===== config.mk =====
export PLATFORM = sky130hd
export DESIGN_NAME = spi_xfer_ctrl
export DESIGN_NICKNAME = d
export VERILOG_FILES = /design/src/rtl/spi_xfer_ctrl.sv
export SDC_FILE = /design/constraint.sdc
export NUM_CORES = 1
export LEC_CHECK = 0
export ABC_AREA = 1
export BUFFER_PORTS_ARGS = -buffer_cell sky130_fd_sc_hd__buf_2
export CORE_MARGIN = 2
export CORE_UTILIZATION = 57
export CTS_BUF_LIST = sky130_fd_sc_hd__clkbuf_2 sky130_fd_sc_hd__clkbuf_4 sky130_fd_sc_hd__clkbuf_8
export CTS_CLUSTER_SIZE = 20
export DETAILED_ROUTE_END_ITERATION = 7
export GPL_TIMING_DRIVEN = 0
export PLACE_DENSITY = 0.91
export SYNTH_ARGS = -nofsm -noshare
export SYNTH_HDL_FRONTEND = slang
export SYNTH_SLANG_ARGS = --single-unit

===== constraint.sdc =====
create_clock -name clk -period 1.47 [get_ports clk]
set_input_delay 0.441 -clock clk [delete_from_list [all_inputs] [get_ports clk]]
set_output_delay 0.441 -clock clk [all_outputs]
set_load 0.01 [all_outputs]

===== src/rtl/spi_xfer_ctrl.sv =====
// SPI mode 0 master that moves words from a TX FIFO to the wire and stores the
// words clocked in on MISO into an RX FIFO, with back-to-back bursts under one CS.
module spi_xfer_ctrl #(
    parameter int unsigned DATA_W  = 8,
    parameter int unsigned CLK_DIV = 2
) (
    input  logic              clk,
    input  logic              rst,
    input  logic              enable,
    input  logic              tx_fifo_empty,
    input  logic [DATA_W-1:0] tx_fifo_dout,
    output logic              tx_fifo_rd,
    input  logic              rx_fifo_full,
    output logic [DATA_W-1:0] rx_fifo_din,
    output logic              rx_fifo_wr,
    output logic              spi_sck,
    output logic              spi_mosi,
    output logic              spi_cs_n,
    input  logic              spi_miso,
    output logic              busy,
    output logic              rx_overflow
);

    localparam int unsigned DIV_W = $clog2(CLK_DIV + 1);
    localparam int unsigned CNT_W = $clog2(DATA_W + 1);
    localparam logic [DIV_W-1:0] DIV_LAST = DIV_W'(CLK_DIV - 1);
    localparam logic [CNT_W-1:0] CNT_LAST = CNT_W'(DATA_W - 1);

    typedef enum logic [2:0] {IDLE, FETCH, LOAD, SHIFT, STORE, HOLD} state_t;

    state_t            state;
    logic [DATA_W-1:0] shreg;
    logic [DATA_W-1:0] rxreg;
    logic [DIV_W-1:0]  div;
    logic [CNT_W-1:0]  cnt;
    logic              start_ok;

    assign start_ok = enable & ~tx_fifo_empty;
    assign busy     = (state != IDLE);

    always_ff @(posedge clk) begin
        if (rst) begin
            state       <= IDLE;
            shreg       <= '0;
            rxreg       <= '0;
            div         <= '0;
            cnt         <= '0;
            tx_fifo_rd  <= 1'b0;
            rx_fifo_wr  <= 1'b0;
            rx_fifo_din <= '0;
            spi_sck     <= 1'b0;
            spi_mosi    <= 1'b0;
            spi_cs_n    <= 1'b1;
            rx_overflow <= 1'b0;
        end else begin
            tx_fifo_rd <= 1'b0;
            rx_fifo_wr <= 1'b0;
            case (state)
                IDLE: begin
                    spi_cs_n <= 1'b1;
                    spi_sck  <= 1'b0;
                    if (start_ok) begin
                        tx_fifo_rd <= 1'b1;
                        state      <= FETCH;
                    end
                end
                FETCH: begin
                    // Assert CS on entry to LOAD so it is already low there.
                    spi_cs_n <= 1'b0;
                    state    <= LOAD;
                end
                LOAD: begin
                    shreg    <= tx_fifo_dout;
                    spi_mosi <= tx_fifo_dout[DATA_W-1];
                    div      <= '0;
                    cnt      <= '0;
                    state    <= SHIFT;
                end
                SHIFT: begin
                    if (div != DIV_LAST) begin
                        div <= div + 1'b1;
                    end else begin
                        div <= '0;
                        if (!spi_sck) begin
                            spi_sck <= 1'b1;
                            rxreg   <= {rxreg[DATA_W-2:0], spi_miso};
                        end else begin
                            spi_sck  <= 1'b0;
                            shreg    <= {shreg[DATA_W-2:0], 1'b0};
                            spi_mosi <= shreg[DATA_W-2];
                            cnt      <= cnt + 1'b1;
                            if (cnt == CNT_LAST) begin
                                state <= STORE;
                            end
                        end
                    end
                end
                STORE: begin
                    if (!rx_fifo_full) begin
                        rx_fifo_wr  <= 1'b1;
                        rx_fifo_din <= rxreg;
                    end else begin
                        rx_overflow <= 1'b1;
                    end
                    div <= '0;
                    if (start_ok) begin
                        tx_fifo_rd <= 1'b1;
                        state      <= FETCH;
                    end else begin
                        state <= HOLD;
                    end
                end
                HOLD: begin
                    if (div == DIV_LAST) begin
                        spi_cs_n <= 1'b1;
                        state    <= IDLE;
                    end else begin
                        div <= div + 1'b1;
                    end
                end
                default: state <= IDLE;
            endcase
        end
    end

endmodule


==> metrics.yaml <==
outcome:
  outcome: "finished with violations"
  violations: "negative setup slack"
pwr:
  p_leak_nw: 0.959
  p_sw_mw: 1.20
  clkPwrFrac: 0.220
  total_power_mw: 3.37
  power_density_nw_per_um2: 1670
  p_int_mw: 2.17
  p_sw_frac: 0.355
  seqPwrFrac: 0.411
  power_frac_comb: 0.370
  vdd_drop_max_mv: 1.31
synth:
  syn_area_per_cell_um2: 7.72
  synth_xor_area_frac: 0
  yosysSeqAreaShare: 0.454
  syn-cell-area_um2: 1680
  synthDistinctLibCells: 30
  synth-edff-count: 0
  syn_inst: 217
  synth_compound_area_frac: 0.205
  yosys_register_bits: 38
  ys.flop_type: "dfxtp_1"
  post-synth-top-area-cell: "dfxtp_1"
  synth_top_area_frac: 0.454
  synth_common_cells: "38 x dfxtp_1, 29 x nor2_1, 27 x nand2_1, 27 x o21ai_0, 26 x inv_1"
  synth_mux_area_frac: 0
  async_flop_share: 0
  synth.area.top_cells: "dfxtp_1 45%, o21ai_0 8.1%, a21oi_1 6.9%"
  synth_top_family_by_area: "simple AND/OR/NAND/NOR gates"
  yosys.area_share.simple: 0.211
  synth_most_common_cell: "dfxtp_1"
  synth_adder_area_share: 0.0224
  yosys_warnings: 0
  synthesis.nets: 234
timing:
  final_hold_viol_count: 0
  fmax_mhz: 666
  final.min_clock_period_ps: 1500
  worst_slack_ps: -32.3
  rsz0062_at_grt: "yes"
  final-setup-viol-count: 2
  slew_violations: 0
  fin_crit_sh: 1.02
  tightest_slew_ps: 509
  setup-tns-final_ps: -39.7
  relSlewSlack: 0.661
  fin_worst_skew_ps: 3.86
clock_tree:
  cts_tree: "yes"
  holdBufCountCts: 0
  cts_num_sinks: 38
  worstSkewPairLatency_ps: 350
  cts_buffers: 5
  clockRootBuffer: "clkbuf_4"
  clk_pin_slew_ps: 110
  cts_max_level: 2
  clockBufferDepth: 2
floorplan:
  die_h_um: 58.2
  die_x_um: 58.2
  start_util: 0.602
  dieArea_um2: 3390
  core_um2: 2780
  rows: 19
  io_pins: 29
layout:
  nets: 274
  fillers: 226
  drive_gt1_frac: 0.272
  synthToLayoutAreaGrowth_pct: 20.4
  diodes: 0
setup_path:
  worstSetupPathType: "reg -> out"
  crit_path_start: "state[0]$_SDFFE_PP0P_"
  cp.arrival_ps: 1060
  end_kind: "primary output"
  start_kind: "flip-flop"
  reg2regPathDepth: 8
  worstPathMaxFanout: 6
  crit_required_ps: 1030
  r2r_start: "state[0]$_SDFFE_PP0P_"
detailed_routing:
  final_antenna_net_count: 0
  drc_errors: 0
  drtPass1Iterations: 4
  via_per_inst: 5.36
  num_vias: 1545
  wl_per_cell_um: 12.7
  wl_mm: 3.67
  drt-initial-drc-count: 111
min_path:
  hold_path_class: "in -> reg"
  hp-start: "spi_miso"
  min_delay_path_depth: 3
job:
  max_cap_violations: 0
global_routing:
  grt_pass1_wl_mm: 5.81
  grt_usage: 0.227
  antenna_found_initial: 0
  grt_max_degree: 12
  grt_overflow: 0
  grt_pass1_vias: 1310
placement:
  io_buffers: 28
  gp_congestion: 0.909
  hpwl_mm: 2.35
[routing by layer]
layer / vias up / track usage / wire (um)
li1: 786 / - / -
met1: 701 / 0.298 / 1700
met2: 51 / 0.349 / 1670
met3: 7 / 0.0804 / 252
met4: 0 / 0.0731 / 46
met5: - / 0 / 0
[metrics by stage]
| step | area [um^2] | hold slack, ps | worst slack [ps] | utilization | instances |
|---|---|---|---|---|---|
| 6_report | 2020 | 319 | -32.3 | 0.725 | 288 |
| 3_3_place_gp | 1850 | 431 | 40.3 | 0.667 | 276 |
| 4_1_cts | 1990 | 304 | -60.7 | 0.714 | 287 |
| 2_1_floorplan | 1680 | 437 | 157 | - | 217 |
| 5_1_grt | 2020 | 307 | -81.9 | 0.725 | 288 |
| 3_5_place_dp | 1850 | 433 | 0.963 | 0.667 | 276 |
[registers in the layout, indices dropped and copies added, names as in the netlist]
signal	flops
div	2
shreg	7
spi_mosi	1
rxreg	8
spi_sck	1
rx_fifo_wr	1
state	3
cnt	4
rx_fifo_din	8
tx_fifo_rd	1
spi_cs_n	1
rx_overflow	1
[logic make-up after synthesis]
logic type | Yosys count
flops | 38
simple gates | 74
buf+inv | 39
compound gates | 63
fa+ha+maj | 3
[final cells by class]
type,count,area (um^2),share of cell area
multi-input cells,140,759,0.377
repair buffers,35,199,0.0986
well taps,31,38.8,0.0192
clock buffers,6,51.3,0.0254
plain buffers,7,52.6,0.0261
flip-flops and latches,38,771,0.382
inverters,30,115,0.0571
clock inverters,1,30.0,0.0149
[repair_timing]
action | CTS | global route
pin swaps | 1 | 3
gates cloned | 0 | 0
hold endpoints to repair | 0 | 0
endpoints found under the setup margin | 1 | 36
setup buffers | 4 | 3
gates resized for setup | 7 | 18
[power groups by stage]
stage | clock network [mW] | registers [mW] | logic [mW]
after global placement | 0 | 1.33 | 1.07
final | 0.740 | 1.38 | 1.25
after detailed placement | 0 | 1.33 | 1.10
after floorplan | 0 | 1.35 | 0.820
after global routing | 0.786 | 1.40 | 1.39
after CTS | 0.741 | 1.32 | 1.23
[worst max-delay path: stages, from the launching register on]
cell,delay (ps)
dfxtp_4,400
nor2_8,130
nand2_4,60
buf_6,120
[cell usage in the layout (no fill, tap or decap), drive strengths merged, types with 3 or more instances in the layout]
cell type / n
dfxtp: 38
o22ai: 7
nand3: 6
clkbuf: 8
ha: 3
o21ai: 29
buf: 40
a21oi: 24
nand2: 30
nor2: 31
inv: 30
[worst paths after layout]
path,endpoint,slack (ps)
worst max-delay path,busy,-30
worst min-delay path,rxreg[0]$_SDFFE_PP0P_,320
worst max register to register,rx_fifo_din[7]$_SDFFE_PP0P_,-10
worst min register to register,rx_fifo_din[6]$_SDFFE_PP0P_,450
(Power assumes the default switching activity.)
